### src/rtl/pc_fetch_unit_if.sv
// Fetch request channel between the PC generator (master) and instruction memory (slave).
// The master offers pc with fetch_valid, and the slave takes it on a cycle where fetch_ready is high.
interface pc_fetch_unit_if #(
    parameter int XLEN = 32
);
    logic            fetch_valid;
    logic            fetch_ready;
    logic [XLEN-1:0] pc;

    modport master (
        output fetch_valid,
        output pc,
        input  fetch_ready
    );

    modport slave (
        input  fetch_valid,
        input  pc,
        output fetch_ready
    );
endinterface

### src/rtl/pc_fetch_unit.sv
// Fetch-stage PC generator: stall, redirect, trap, halt/resume and a saturating fetch counter. PC_RAS_EN adds a return-address stack.
// Latency: every update lands on the edge after its inputs are sampled, and pc/fetch_valid come straight from flops.
// Backpressure: pc and fetch_valid hold while fetch_ready is low or stall is high. Redirects and traps override both.
module pc_fetch_unit #(
    parameter int              XLEN         = 32,
    parameter int              INSTR_BYTES  = 4,
    parameter logic [XLEN-1:0] RESET_VECTOR = XLEN'(32'h0000_0000),
    parameter logic [XLEN-1:0] TRAP_VECTOR  = XLEN'(32'h0000_0100),
    parameter int              CNT_W        = 16,
    parameter int              RAS_DEPTH    = 4
) (
    input  logic                  clk,
    input  logic                  rst,
    input  logic                  stall,
    input  logic                  redirect_valid,
    input  logic [XLEN-1:0]       redirect_target,
    input  logic                  trap_valid,
    input  logic                  halt_req,
    input  logic                  resume,
    input  logic                  call_valid,
    input  logic                  ret_valid,
    pc_fetch_unit_if.master       fetch,
    output logic [XLEN-1:0]       epc,
    output logic                  misalign_err,
    output logic [CNT_W-1:0]      fetch_count,
    output logic                  ras_empty
);

    localparam logic [XLEN-1:0] INC       = XLEN'(INSTR_BYTES);
    localparam logic [XLEN-1:0] OFFS_MASK = XLEN'(INSTR_BYTES - 1);

    if (RAS_DEPTH < 1 || INSTR_BYTES < 1 || (INSTR_BYTES & (INSTR_BYTES - 1)) != 0) begin : g_param_check
        $error("pc_fetch_unit: INSTR_BYTES must be a power of 2 and RAS_DEPTH >= 1");
    end

    typedef enum logic [1:0] {
        ST_BOOT = 2'd0,
        ST_RUN  = 2'd1,
        ST_HALT = 2'd2
    } state_t;

    state_t           state_q;
    state_t           state_nxt;
    logic             fv_q;
    logic [XLEN-1:0]  pc_q;
    logic [XLEN-1:0]  pc_nxt;
    logic [XLEN-1:0]  pc_inc;
    logic             accept;
    logic             redir_sel;
    logic             misalign_nxt;
    logic             ras_has;
    logic [XLEN-1:0]  ras_top;

`ifdef PC_RAS_EN
    localparam int PTR_W = (RAS_DEPTH > 1) ? $clog2(RAS_DEPTH) : 1;
    localparam int RCW   = $clog2(RAS_DEPTH + 1);

    logic [XLEN-1:0]  ras_mem [RAS_DEPTH];
    logic [PTR_W-1:0] ras_wp;
    logic [PTR_W-1:0] ras_wp_inc;
    logic [PTR_W-1:0] ras_wp_dec;
    logic [RCW-1:0]   ras_cnt;
    logic             ras_push;
    logic             ras_pop;
`endif

    assign fetch.pc          = pc_q;
    assign fetch.fetch_valid = fv_q;
    assign pc_inc            = pc_q + INC;
    assign accept            = fv_q & fetch.fetch_ready & ~stall;

    always_comb begin
        state_nxt = state_q;
        case (state_q)
            ST_BOOT: state_nxt = ST_RUN;
            ST_RUN:  if (halt_req) state_nxt = ST_HALT;
            ST_HALT: if (resume)   state_nxt = ST_RUN;
            default: state_nxt = ST_BOOT;
        endcase
    end

    // Trap beats return beats call beats redirect beats sequential advance.
    always_comb begin
        pc_nxt    = pc_q;
        redir_sel = 1'b0;
`ifdef PC_RAS_EN
        ras_push  = 1'b0;
        ras_pop   = 1'b0;
`endif
        if (trap_valid) begin
            pc_nxt = TRAP_VECTOR;
        end else if (ret_valid) begin
            if (ras_has) begin
                pc_nxt = ras_top;
`ifdef PC_RAS_EN
                ras_pop = 1'b1;
`endif
            end else begin
                redir_sel = 1'b1;
            end
        end else if (call_valid) begin
            redir_sel = 1'b1;
`ifdef PC_RAS_EN
            ras_push  = 1'b1;
`endif
        end else if (redirect_valid) begin
            redir_sel = 1'b1;
        end else if (accept) begin
            pc_nxt = pc_inc;
        end
        if (redir_sel) begin
            pc_nxt = redirect_target & ~OFFS_MASK;
        end
        misalign_nxt = redir_sel & (|(redirect_target & OFFS_MASK));
    end

    always_ff @(posedge clk) begin
        if (rst) begin
            state_q      <= ST_BOOT;
            fv_q         <= 1'b0;
            pc_q         <= RESET_VECTOR;
            epc          <= '0;
            misalign_err <= 1'b0;
            fetch_count  <= '0;
        end else begin
            state_q      <= state_nxt;
            fv_q         <= (state_nxt == ST_RUN);
            pc_q         <= pc_nxt;
            misalign_err <= misalign_nxt;
            if (trap_valid) begin
                epc <= pc_q;
            end
            // A request that was accepted is counted even when a redirect replaces the next pc.
            if (accept && (fetch_count != {CNT_W{1'b1}})) begin
                fetch_count <= fetch_count + 1'b1;
            end
        end
    end

`ifdef PC_RAS_EN
    assign ras_wp_inc = (ras_wp == PTR_W'(RAS_DEPTH - 1)) ? '0 : ras_wp + 1'b1;
    assign ras_wp_dec = (ras_wp == '0) ? PTR_W'(RAS_DEPTH - 1) : ras_wp - 1'b1;
    assign ras_top    = ras_mem[ras_wp_dec];
    assign ras_has    = (ras_cnt != '0);
    assign ras_empty  = ~ras_has;

    // Circular stack: a push when full overwrites the oldest entry, and the count saturates at depth.
    always_ff @(posedge clk) begin
        if (rst) begin
            ras_wp  <= '0;
            ras_cnt <= '0;
            for (int i = 0; i < RAS_DEPTH; i++) begin
                ras_mem[i] <= '0;
            end
        end else if (ras_push) begin
            ras_mem[ras_wp] <= pc_inc;
            ras_wp          <= ras_wp_inc;
            if (ras_cnt != RCW'(RAS_DEPTH)) begin
                ras_cnt <= ras_cnt + 1'b1;
            end
        end else if (ras_pop) begin
            ras_wp  <= ras_wp_dec;
            ras_cnt <= ras_cnt - 1'b1;
        end
    end
`else
    assign ras_has   = 1'b0;
    assign ras_top   = pc_inc;
    assign ras_empty = 1'b1;
`endif

endmodule

### src/flat_wrapper.sv
// flat-port wrapper written by rule: the top's interface ports become plain ports
module pc_fetch_unit_flat 
#(
    parameter int              XLEN         = 32,
    parameter int              INSTR_BYTES  = 4,
    parameter logic [XLEN-1:0] RESET_VECTOR = XLEN'(32'h0000_0000),
    parameter logic [XLEN-1:0] TRAP_VECTOR  = XLEN'(32'h0000_0100),
    parameter int              CNT_W        = 16,
    parameter int              RAS_DEPTH    = 4
)
  (clk, rst, stall, redirect_valid, redirect_target, trap_valid, halt_req, resume, call_valid, ret_valid, epc, misalign_err, fetch_count, ras_empty, fetch_fetch_valid, fetch_pc, fetch_fetch_ready);
  pc_fetch_unit_if #(.XLEN(XLEN)) fetch_i ();
  input  logic clk;
  input  logic rst;
  input  logic stall;
  input  logic redirect_valid;
  input  logic [XLEN-1:0] redirect_target;
  input  logic trap_valid;
  input  logic halt_req;
  input  logic resume;
  input  logic call_valid;
  input  logic ret_valid;
  output logic [XLEN-1:0] epc;
  output logic misalign_err;
  output logic [CNT_W-1:0] fetch_count;
  output logic ras_empty;
  output wire logic [$bits(fetch_i.fetch_valid)-1:0] fetch_fetch_valid;
  output wire logic [$bits(fetch_i.pc)-1:0] fetch_pc;
  input wire logic [$bits(fetch_i.fetch_ready)-1:0] fetch_fetch_ready;
  assign fetch_fetch_valid = fetch_i.fetch_valid;
  assign fetch_pc = fetch_i.pc;
  assign fetch_i.fetch_ready = fetch_fetch_ready;
  pc_fetch_unit #(.XLEN(XLEN), .INSTR_BYTES(INSTR_BYTES), .RESET_VECTOR(RESET_VECTOR), .TRAP_VECTOR(TRAP_VECTOR), .CNT_W(CNT_W), .RAS_DEPTH(RAS_DEPTH)) u_core (.clk(clk), .rst(rst), .stall(stall), .redirect_valid(redirect_valid), .redirect_target(redirect_target), .trap_valid(trap_valid), .halt_req(halt_req), .resume(resume), .call_valid(call_valid), .ret_valid(ret_valid), .fetch(fetch_i), .epc(epc), .misalign_err(misalign_err), .fetch_count(fetch_count), .ras_empty(ras_empty));
endmodule
### config.mk
export PLATFORM = sky130hd
export DESIGN_NAME = pc_fetch_unit_flat
export DESIGN_NICKNAME = d
export VERILOG_FILES = /design/src/rtl/pc_fetch_unit_if.sv /design/src/rtl/pc_fetch_unit.sv /design/src/flat_wrapper.sv
export SDC_FILE = /design/constraint.sdc
export NUM_CORES = 1
export LEC_CHECK = 0
export ABC_AREA = 1
export BUFFER_PORTS_ARGS = -buffer_cell sky130_fd_sc_hd__buf_2
export CORE_MARGIN = 2
export CORE_UTILIZATION = 35
export CTS_BUF_LIST = sky130_fd_sc_hd__clkbuf_2
export DETAILED_ROUTE_END_ITERATION = 8
export GPL_TIMING_DRIVEN = 1
export HOLD_SLACK_MARGIN = 0.06
export MAX_ROUTING_LAYER = met4
export SYNTH_ARGS = -nofsm -noshare
export SYNTH_HDL_FRONTEND = slang
export SYNTH_SLANG_ARGS = --single-unit
### constraint.sdc
create_clock -name clk -period 1.6 [get_ports clk]
set_input_delay 0.4 -clock clk [delete_from_list [all_inputs] [get_ports clk]]
set_output_delay 0.4 -clock clk [all_outputs]
set_load 0.02 [all_outputs]
==> impl_metrics.env, run 1 <==
export IMPL_mux_cell_area_share_after_synthesis_pct=0
export IMPL_cts_sink_count=80
export IMPL_yosys_register_bits=80
export IMPL_yosys_warnings=0
export IMPL_buffer_ports_inserted=119
export IMPL_simple_gate_portion_of_the_synthesized_area_pct=30.9
export IMPL_p_per_area_nw_per_um2=639
export IMPL_finish_net_count=883
export IMPL_hp_class="primary input to register"
export IMPL_post_synth_xor_area_fraction_pct=1.61
export IMPL_setup_viol_count_final=1
export IMPL_vias_in_the_first_global_route=4494
export IMPL_synth_instances=647
export IMPL_cpMaxStageDelayCell="dfxtp_2"
export IMPL_synth_compound_area_share_pct=20.1
export IMPL_sequential_cell_area_sq_um=1770
export IMPL_dr_total_vias=4993
export IMPL_die_area_sq_um=13300
export IMPL_totalPowerFinal_mw=4.07
export IMPL_unrepaired_setup_endpoints_after_global_routing="true"
export IMPL_required_ns=1.20
export IMPL_synth_cell_types=36
export IMPL_die_width_microns=115
export IMPL_timing_hold_violations_final=0
export IMPL_clk_latency_ns=0.61
export IMPL_multi_input_comb_area_sq_um=2440
export IMPL_antenna_violation_net_count_after_detailed_routing=0
export IMPL_asyncSetResetFlopFracSynth_pct=0
export IMPL_synth_seq_area_share_pct=36.9
export IMPL_worstPathArrival_ns=1.21
export IMPL_run_status="finished with violations"
export IMPL_grt_overflow=0
export IMPL_finalCritPeriodShare_pct=101
export IMPL_netlist_area_leader_share_pct=36.9
export IMPL_finalCriticalPeriod_ns=1.61
export IMPL_drt_iter0_markers=308
export IMPL_final_max_slew_viol_count=0
export IMPL_clkPwrFrac_pct=26.3
export IMPL_synth_avg_cell_area_sq_um=6.71
export IMPL_htree_levels=3
export IMPL_dr_pass1_iterations=5
export IMPL_synth_area_sq_um=4340
export IMPL_synth_top_family_by_area="simple AND/OR/NAND/NOR gates"
export IMPL_clk_pin_slew_worst_setup_hold_paths_ns=0.22
export IMPL_final_area_sq_um=6360
export IMPL_most_common_layout_cells="nand2_1 (130), a21oi_1 (96), buf_4 (84), buf_2 (69), nor2_1 (62)"
export IMPL_drcViolationCount=0
export IMPL_fp_dieH_microns=115
export IMPL_num_rows=40
export IMPL_post_route_cells_drive_above_1_share_pct=38.4
export IMPL_placeableCoreArea_sq_um=12100
export IMPL_floorplan_initialDensity_pct=36.0
export IMPL_synth_top_flop_cell="dfxtp_1"
export IMPL_crit_top_cell="buf_6"
export IMPL_fmax_mhz=620
export IMPL_numCtsBuffers=9
export IMPL_grt_pass1_wl_microns=22800
export IMPL_dpl_instance_area_sq_um=5360
export IMPL_total_switching_power_mw=1.30
export IMPL_switching_share_pct=31.9
export IMPL_leakage_nw=2.63
export IMPL_critical_path_startpoint_type="register"
export IMPL_routabilityCongestion=0.973
export IMPL_synth_edf_count=0
export IMPL_intPower_mw=2.77
export IMPL_final_setup_worst_slack_ns=-0.0120
export IMPL_drt_wl_total_microns=14800
export IMPL_max_vdd_ir_drop_mv=0.390
export IMPL_post_synthesis_cell_type_with_the_largest_combined_area="dfxtp_1"
export IMPL_setup_total_neg_slack_ns=-0.0120
export IMPL_tritoncts_clock_tree="yes"
export IMPL_cap_viol_max_count=0
export IMPL_synth_fa_ha_area_share_pct=0.577
export IMPL_finalClockSkew_ns=0.0219
export IMPL_p_r_area_growth_vs_syn_pct=46.5
export IMPL_avgViaCountPerCell=4.94
export IMPL_critical_path_max_stage_delay_ns=0.37
export IMPL_cts_root_buf="clkbuf_2"
export IMPL_insertedDiodeCount=0
export IMPL_clk_path_buf_depth=2
export IMPL_gr_usage_all_layers_pct=22.6
export IMPL_comb_power_share_pct=20.9
export IMPL_synth_top_cells_by_area="dfxtp_1 (37%), nand2_1 (12%), a21oi_1 (11%)"
export IMPL_timing_setup_critical_path_class="register to output pin"
export IMPL_critical_path_endpoint_type="output pin"
export IMPL_grt_max_degree=58
export IMPL_pre_cts_ws_ns=0.0485
export IMPL_critPathMaxFanout=2
export IMPL_routed_wl_per_cell_microns=14.7
export IMPL_violations="setup timing"
export IMPL_fill_cells=1173
export IMPL_post_route_util_pct=52.7
export IMPL_ios=125
export IMPL_p_seq_share_pct=52.8
export IMPL_hpwl_microns=10700
export IMPL_layout_cells_most_common="nand2_1"
export IMPL_crit_path_cell_trace="buf_6 -> buf_6"
export IMPL_antenna_found_initial=0
## path summary, 6_finish.rpt
path | start | end | slack [ns] | depth (start not counted)
max | u_core.fetch_count[6] | fetch_count[6] | -0.01 | 2
min | redirect_target[8] | u_core.fetch.pc[8] | 0.07 | 3
min reg2reg | u_core.fetch.pc[9] | u_core.epc[9] | 0.51 | 2
max reg2reg | u_core.fetch.pc[2] | u_core.fetch.pc[14] | 0.10 | 8
## power by group through the flow
stage	Sequential, mW	Clock (mW)	Combinational [mW]
6_report	2.15	1.07	0.850
2_1_floorplan	2.32	0	0.302
5_1_grt	2.16	1.18	0.922
3_3_place_gp	2.20	0	0.707
4_1_cts	2.17	1.10	0.795
3_5_place_dp	2.20	0	0.715
## Yosys cell counts, types with 6 or more instances
library cell	instances
o21ai_0	61
inv_1	51
a21oi_1	98
xnor2_1	6
nand2_1	134
buf_4	7
nand3_1	58
buf_6	8
o21ai_1	9
nor2_1	69
clkbuf_1	12
nor2_2	10
dfxtp_1	80
## state kept, by name, summed over array words and instances (netlist names)
name	count
u_core.state_q	2
u_core.fetch.pc	30
u_core.fetch_count	16
u_core.misalign_err	1
u_core.epc	30
u_core.fetch.fetch_valid	1
## kinds of logic after synthesis
group / after synthesis
simple gates: 297
flops: 80
fa+ha+maj: 2
buf+inv: 86
xor+xnor: 8
other cells: 2
compound gates: 172
## timing repair
| item | CTS | global route |
|---|---|---|
| endpoints found under the hold margin | 13 | 0 |
| buffers inserted | 38 | 18 |
| setup endpoints to repair | 46 | 84 |
| hold buffers | 14 | 0 |
| resized for setup | 126 | 94 |
| pin swaps | 0 | 8 |
## worst max-delay path, delay by kind of cell, from the launching register on
kind                   cells  cell delay [ns]
flip-flops                 1             0.37
buffers and inverters      2             0.23
## per-layer routing
metal,up-vias,global-route usage (%),share of wire [%]
met3,16,4.74,5.6
met5,-,-,0
li1,2514,-,-
met2,160,35.2,47
met4,0,6.75,1.4
met1,2303,29.5,46
## per-stage QoR
stage          instances  hold WS (ns)
2_1_floorplan        650         0.469
4_1_cts              993        0.0606
5_1_grt             1011        0.0691
3_5_place_dp         954         0.487
3_3_place_gp         954         0.475
6_report            1011        0.0747
## area by class of cell
class | instances | area share (%)
tap | 168 | 3.31
clock buffer | 9 | 0.709
timing repair buffer | 210 | 25.6
sequential | 80 | 27.8
inverter | 54 | 3.35
clock inverter | 6 | 0.807
multi-input combinational | 484 | 38.4
Power figures use the tool's default switching activity.
==> inputs of run 2 (changes only) <==
--- a/config.mk
+++ b/config.mk
@@ -14,6 +14,7 @@
 export GPL_TIMING_DRIVEN = 1
 export HOLD_SLACK_MARGIN = 0.06
 export MAX_ROUTING_LAYER = met4
+export SLEW_MARGIN = 40
 export SYNTH_ARGS = -nofsm -noshare
 export SYNTH_HDL_FRONTEND = slang
 export SYNTH_SLANG_ARGS = --single-unit
==> constraint.sdc (replaced) <==
create_clock -name clk -period 1.6 [get_ports clk]
set_input_delay 0.08 -clock clk [delete_from_list [all_inputs] [get_ports clk]]
set_output_delay 0.08 -clock clk [all_outputs]
set_load 0.02 [all_outputs]
==> run 2 against run 1 <==
The run now ends clean. Register-to-register slack worse by 0.02 ns. Highest routed layer unchanged. Combinational power is 5.4% lower. Non-clock buffer count is 5 lower.
==> impl_metrics.env, run 2 (synthesized netlist as in run 1, its figures left out) <==
export IMPL_ios=125
export IMPL_run_status="finished, final reports clean"
export IMPL_clk_pin_slew_worst_setup_hold_paths_ns=0.24
export IMPL_cts_root_buf="clkbuf_2"
export IMPL_final_area_sq_um=6020
export IMPL_drt_wl_total_microns=15000
export IMPL_p_r_area_growth_vs_syn_pct=38.8
export IMPL_finalCriticalPeriod_ns=1.53
export IMPL_finalClockSkew_ns=0.0439
export IMPL_fill_cells=1221
export IMPL_vias_in_the_first_global_route=4685
export IMPL_max_vdd_ir_drop_mv=0.361
export IMPL_unrepaired_setup_endpoints_after_global_routing="true"
export IMPL_p_per_area_nw_per_um2=709
export IMPL_dpl_instance_area_sq_um=5190
export IMPL_avgViaCountPerCell=4.92
export IMPL_clk_path_buf_depth=2
export IMPL_placeableCoreArea_sq_um=12100
export IMPL_layoutNonFillerInstCount=1008
export IMPL_gr_usage_all_layers_pct=23.3
export IMPL_routed_wl_per_cell_microns=14.9
export IMPL_multi_input_comb_area_sq_um=2440
export IMPL_maxSlewHeadroom_pct=58.7
export IMPL_layout_cells_most_common="nand2_1"
export IMPL_setup_total_neg_slack_ns=0
export IMPL_hp_class="primary input to register"
export IMPL_grt_pass1_wl_microns=23400
export IMPL_critical_path_startpoint_type="primary input"
export IMPL_tritoncts_clock_tree="yes"
export IMPL_finish_net_count=879
export IMPL_antenna_found_initial=0
export IMPL_required_ns=2.13
export IMPL_timing_hold_violations_final=0
export IMPL_drt_iter0_markers=378
export IMPL_die_width_microns=115
export IMPL_num_rows=40
export IMPL_htree_levels=3
export IMPL_clk_latency_ns=0.59
export IMPL_numCtsBuffers=9
export IMPL_dr_total_vias=4959
export IMPL_worstPathArrival_ns=2.05
export IMPL_drcViolationCount=0
export IMPL_floorplan_initialDensity_pct=36.0
export IMPL_post_route_cells_drive_above_1_share_pct=28.3
export IMPL_hpwl_microns=10400
export IMPL_insertedDiodeCount=0
export IMPL_buffer_ports_inserted=119
export IMPL_fp_dieH_microns=115
export IMPL_final_max_slew_viol_count=0
export IMPL_routabilityCongestion=0.951
export IMPL_placed_cells_incl_taps=934
export IMPL_critPathMaxFanout=18
export IMPL_die_area_sq_um=13300
export IMPL_grt_overflow=0
export IMPL_fmax_mhz=654
export IMPL_dr_pass1_iterations=5
export IMPL_antenna_violation_net_count_after_detailed_routing=0
export IMPL_finalCritPeriodShare_pct=95.5
export IMPL_cts_sink_count=80
export IMPL_leakage_nw=2.51
export IMPL_cap_viol_max_count=0
export IMPL_worstMarginPinSlew_ns=0.617
export IMPL_timing_setup_critical_path_class="primary input to register"
export IMPL_most_common_layout_cells="nand2_1 (131), buf_2 (119), a21oi_1 (94), dfxtp_1 (65), nor2_1 (63)"
export IMPL_sequential_cell_area_sq_um=1620
export IMPL_grt_max_degree=58
export IMPL_setup_viol_count_final=0
export IMPL_critical_path_endpoint_type="register"
run 2: cell count changes in the layout (fill, tap and decap cells not counted), sizes merged:
cell	change
clkinv	-2
clkinvlp	+1
buf	-40
clkbuf	+1
nor2	+1
dlygate4sd3	+35
bufinv	+1
run 2: final cells by class:
| class | instances | area share, % |
|---|---|---|
| clock buffers | 10 | 0.831 |
| repair buffers | 205 | 23.3 |
| well taps | 168 | 3.49 |
| clock inverters | 6 | 1.39 |
| multi-input cells | 485 | 40.5 |
| flip-flops and latches | 80 | 26.9 |
| inverters | 54 | 3.57 |
run 2: per-layer routing:
| layer | track usage (%) | vias up | part of all wire (%) |
|---|---|---|---|
| met4 | 6.43 | 0 | 1.2 |
| met3 | 4.80 | 21 | 5.4 |
| li1 | - | 2500 | - |
| met5 | - | - | 0 |
| met1 | 29.6 | 2274 | 46 |
| met2 | 37.5 | 164 | 48 |
run 2: worst paths after layout:
path / endpoint / startpoint / slack, ns / depth (start not counted)
setup / recovery: u_core.fetch.pc[5] / ret_valid / 0.07 / 8
hold / removal: u_core.fetch.pc[18] / redirect_target[18] / 0.29 / 4
setup reg to reg: u_core.fetch.pc[10] / u_core.fetch.pc[3] / 0.08 / 8
hold reg to reg: u_core.epc[4] / u_core.epc[4] / 0.52 / 2
run 2: critical path, cell delays in order:
cell	delay, ns
dlygate4sd3_1	0.53
buf_2	0.10
inv_1	0.07
a31oi_2	0.23
buf_4	0.28
nand2_1	0.07
dlygate4sd3_1	0.55
a21oi_1	0.15
run 2: power by group:
part,internal (mW),leakage [nW],switching (mW)
clock network,0.515,0.0772,0.767
registers,2.10,0.663,0.0835
logic,0.332,1.77,0.473
run 2: what timing repair did:
action,CTS,global route
hold buffers,49,0
buffers inserted,0,8
pin swaps,0,7
gates resized for setup,1,46
cloned,0,1
endpoints found under the hold margin,61,0
endpoints found under the setup margin,1,47
run 2: stage by stage:
step	hold slack [ns]	setup slack (ns)	power, mW	utilization, %
after global placement	0.335	0.0372	2.88	43.1
after CTS	0.222	0.00711	4.29	48.3
after global routing	0.229	-0.0666	4.50	49.9
after detailed placement	0.348	0.0576	2.89	43.1
final	0.289	0.0718	4.27	49.9
after floorplan	0.149	0.0647	2.63	-
==> inputs of run 3 (changes only) <==
--- a/config.mk
+++ b/config.mk
@@ -5,7 +5,7 @@
 export SDC_FILE = /design/constraint.sdc
 export NUM_CORES = 1
 export LEC_CHECK = 0
-export ABC_AREA = 1
+export ABC_AREA = 0
 export BUFFER_PORTS_ARGS = -buffer_cell sky130_fd_sc_hd__buf_2
 export CORE_MARGIN = 2
 export CORE_UTILIZATION = 35
==> run 3 against run 2 <==
The flow now finishes with violations (setup timing). Sequential power is 5% lower. First-iteration DRC count is 33% lower. Synthesized cell count is 30% lower. Maximum frequency is 8.5% lower. Global-route usage is 0.22 points lower. Clock power is 3% lower. Largest cell class unchanged. Sequential share of layout area is 0.42 points lower. Count of clock-buffer cells in the layout is 1 lower. Final area is 3.9% higher. Routed wire length is 9.9% lower. Combinational power is 18% lower. Largest power group unchanged.
==> impl_metrics.env, run 3 <==
export IMPL_synth_instances=450
export IMPL_die_width_microns=109
export IMPL_p_seq_share_pct=52.2
export IMPL_num_rows=38
export IMPL_critPathMaxFanout=5
export IMPL_buffer_ports_inserted=119
export IMPL_switching_share_pct=28.2
export IMPL_finalCritPeriodShare_pct=104
export IMPL_unrepaired_setup_endpoints_after_global_routing="true"
export IMPL_fp_dieH_microns=109
export IMPL_floorplan_initialDensity_pct=35.8
export IMPL_totalPowerFinal_mw=3.97
export IMPL_die_area_sq_um=11900
export IMPL_finish_net_count=738
export IMPL_final_area_sq_um=6260
export IMPL_maxSlewHeadroom_pct=46.8
export IMPL_asyncSetResetFlopFracSynth_pct=0
export IMPL_drt_wl_total_microns=13500
export IMPL_fill_cells=1006
export IMPL_grt_max_degree=31
export IMPL_grt_overflow=0
export IMPL_synth_area_sq_um=3880
export IMPL_leakage_nw=2.91
export IMPL_post_route_cells_drive_above_1_share_pct=43.5
export IMPL_dpl_instance_area_sq_um=5170
export IMPL_layoutNonFillerInstCount=840
export IMPL_final_max_slew_viol_count=0
export IMPL_yosys_register_bits=80
export IMPL_clkPwrFrac_pct=31.2
export IMPL_violations="setup timing"
export IMPL_htree_levels=3
export IMPL_antenna_violation_net_count_after_detailed_routing=0
export IMPL_finalCriticalPeriod_ns=1.67
export IMPL_dr_pass1_iterations=6
export IMPL_worstMarginPinSlew_ns=0.797
export IMPL_critical_path_startpoint_type="register"
export IMPL_vias_in_the_first_global_route=4173
export IMPL_post_synthesis_cell_type_with_the_largest_combined_area="dfxtp_1"
export IMPL_gr_usage_all_layers_pct=23.1
export IMPL_most_common_layout_cells="buf_2 (120), buf_4 (74), nor2_1 (63), dfxtp_1 (54), dlygate4sd3_1 (50)"
export IMPL_avgViaCountPerCell=5.21
export IMPL_synth_top_cells_by_area="dfxtp_1 (41%), mux2i_1 (8.8%), nor2_1 (6.6%)"
export IMPL_clk_pin_slew_worst_setup_hold_paths_ns=0.23
export IMPL_ios=125
export IMPL_timing_hold_violations_final=0
export IMPL_grt_pass1_wl_microns=20700
export IMPL_netlist_area_leader_share_pct=41.3
export IMPL_multi_input_comb_area_sq_um=2380
export IMPL_p_per_area_nw_per_um2=634
export IMPL_cap_viol_max_count=0
export IMPL_sequential_cell_area_sq_um=1660
export IMPL_numCtsBuffers=9
export IMPL_hpwl_microns=8900
export IMPL_max_vdd_ir_drop_mv=0.342
export IMPL_timing_setup_critical_path_class="register to register"
export IMPL_synthMostInstantiatedCell="dfxtp_1"
export IMPL_clk_path_buf_depth=2
export IMPL_worstPathArrival_ns=2.13
export IMPL_final_setup_worst_slack_ns=-0.0696
export IMPL_synth_cell_types=58
export IMPL_run_status="finished with violations"
export IMPL_finalClockSkew_ns=0.0225
export IMPL_synth_edf_count=0
export IMPL_rr_worst_depth=9
export IMPL_synth_top_flop_cell="dfxtp_1"
export IMPL_antenna_found_initial=1
export IMPL_top_cells_by_count_synth="dfxtp_1 (80), nor2_1 (68), mux2i_1 (34)"
export IMPL_hold_path_depth=4
export IMPL_routed_wl_per_cell_microns=16.1
export IMPL_hold_worst_slack_ns=0.0880
export IMPL_required_ns=2.06
export IMPL_hp_class="primary input to register"
export IMPL_placed_cells_incl_taps=753
export IMPL_cts_sink_count=80
export IMPL_clk_latency_ns=0.55
export IMPL_cts_root_buf="clkbuf_2"
export IMPL_critical_path_endpoint_type="register"
export IMPL_drcViolationCount=0
export IMPL_drt_iter0_markers=252
export IMPL_routabilityCongestion=0.847
export IMPL_p_r_area_growth_vs_syn_pct=61.3
export IMPL_total_switching_power_mw=1.12
export IMPL_dr_total_vias=4375
export IMPL_yosys_warnings=0
export IMPL_intPower_mw=2.85
export IMPL_placeableCoreArea_sq_um=10800
export IMPL_setup_viol_count_final=17
export IMPL_tritoncts_clock_tree="yes"
export IMPL_synth_avg_cell_area_sq_um=8.62
export IMPL_post_route_util_pct=57.7
export IMPL_layout_cells_most_common="buf_2"
export IMPL_comb_power_share_pct=16.6
export IMPL_fmax_mhz=599
export IMPL_synth_seq_area_share_pct=41.3
run 3: path summary, 6_finish.rpt:
| check | slack, ns | from | end |
|---|---|---|---|
| setup / recovery | -0.07 | u_core.fetch.fetch_valid | u_core.fetch_count[10] |
| hold reg to reg | 0.52 | u_core.epc[11] | u_core.epc[11] |
| hold / removal | 0.09 | trap_valid | u_core.fetch.pc[8] |
| setup reg to reg | -0.07 | u_core.fetch.fetch_valid | u_core.fetch_count[10] |
run 3: kinds of logic after synthesis:
group | synth area share, %
AO/OA/AOI/OAI | 15.8
XOR/XNOR | 4.07
adder cells (fa/ha/maj) | 0.645
buffers and inverters | 4.81
flip-flops | 41.3
multiplexers | 9.07
other | 0.194
AND/OR/NAND/NOR | 24.1
run 3: per-layer routing:
layer / GRT usage [%] / part of all wire, %
met1: 29.5 / 44
met2: 37.2 / 48
met3: 3.65 / 5.4
met4: 7.87 / 2.0
met5: - / 0
run 3: worst max-delay path: stages, from the launching register on:
cell,delay [ns]
dfxtp_2,0.39
nand3b_1,0.13
buf_6,0.16
buf_6,0.11
nor3_4,0.26
buf_6,0.17
buf_6,0.09
a31oi_1,0.07
a31oi_1,0.15
nor2_1,0.05
run 3: timing repair:
item / CTS / global route
resized for setup: 19 / 45
setup buffers: 6 / 11
pin swaps: 15 / 29
hold buffers: 51 / 0
cloned: 1 / 1
endpoints found under the setup margin: 24 / 37
hold endpoints to repair: 54 / 0
run 3: through the flow:
step	setup TNS (ns)	worst slack (ns)
6_report	-0.494	-0.0696
5_1_grt	-2.72	-0.155
4_1_cts	-0.155	-0.0301
3_5_place_dp	-0.454	-0.0937
3_3_place_gp	-0.883	-0.147
2_1_floorplan	-1.50	-0.211
run 3: layout make-up:
cell class / instances / area share, %
clock buffers: 9 / 0.720
diodes: 1 / 0.0400
clock inverters: 7 / 1.38
repair buffers: 262 / 30.1
well taps: 140 / 2.80
inverters: 7 / 0.420
flip-flops and latches: 80 / 26.5
multi-input cells: 334 / 38.0
run 3: power groups by stage:
stage	sequential, mW	clock, mW	combinational (mW)
2_1_floorplan	2.17	0	0.235
3_3_place_gp	2.11	0	0.501
3_5_place_dp	2.11	0	0.511
4_1_cts	2.07	1.27	0.626
5_1_grt	2.08	1.35	0.710
6_report	2.07	1.24	0.659
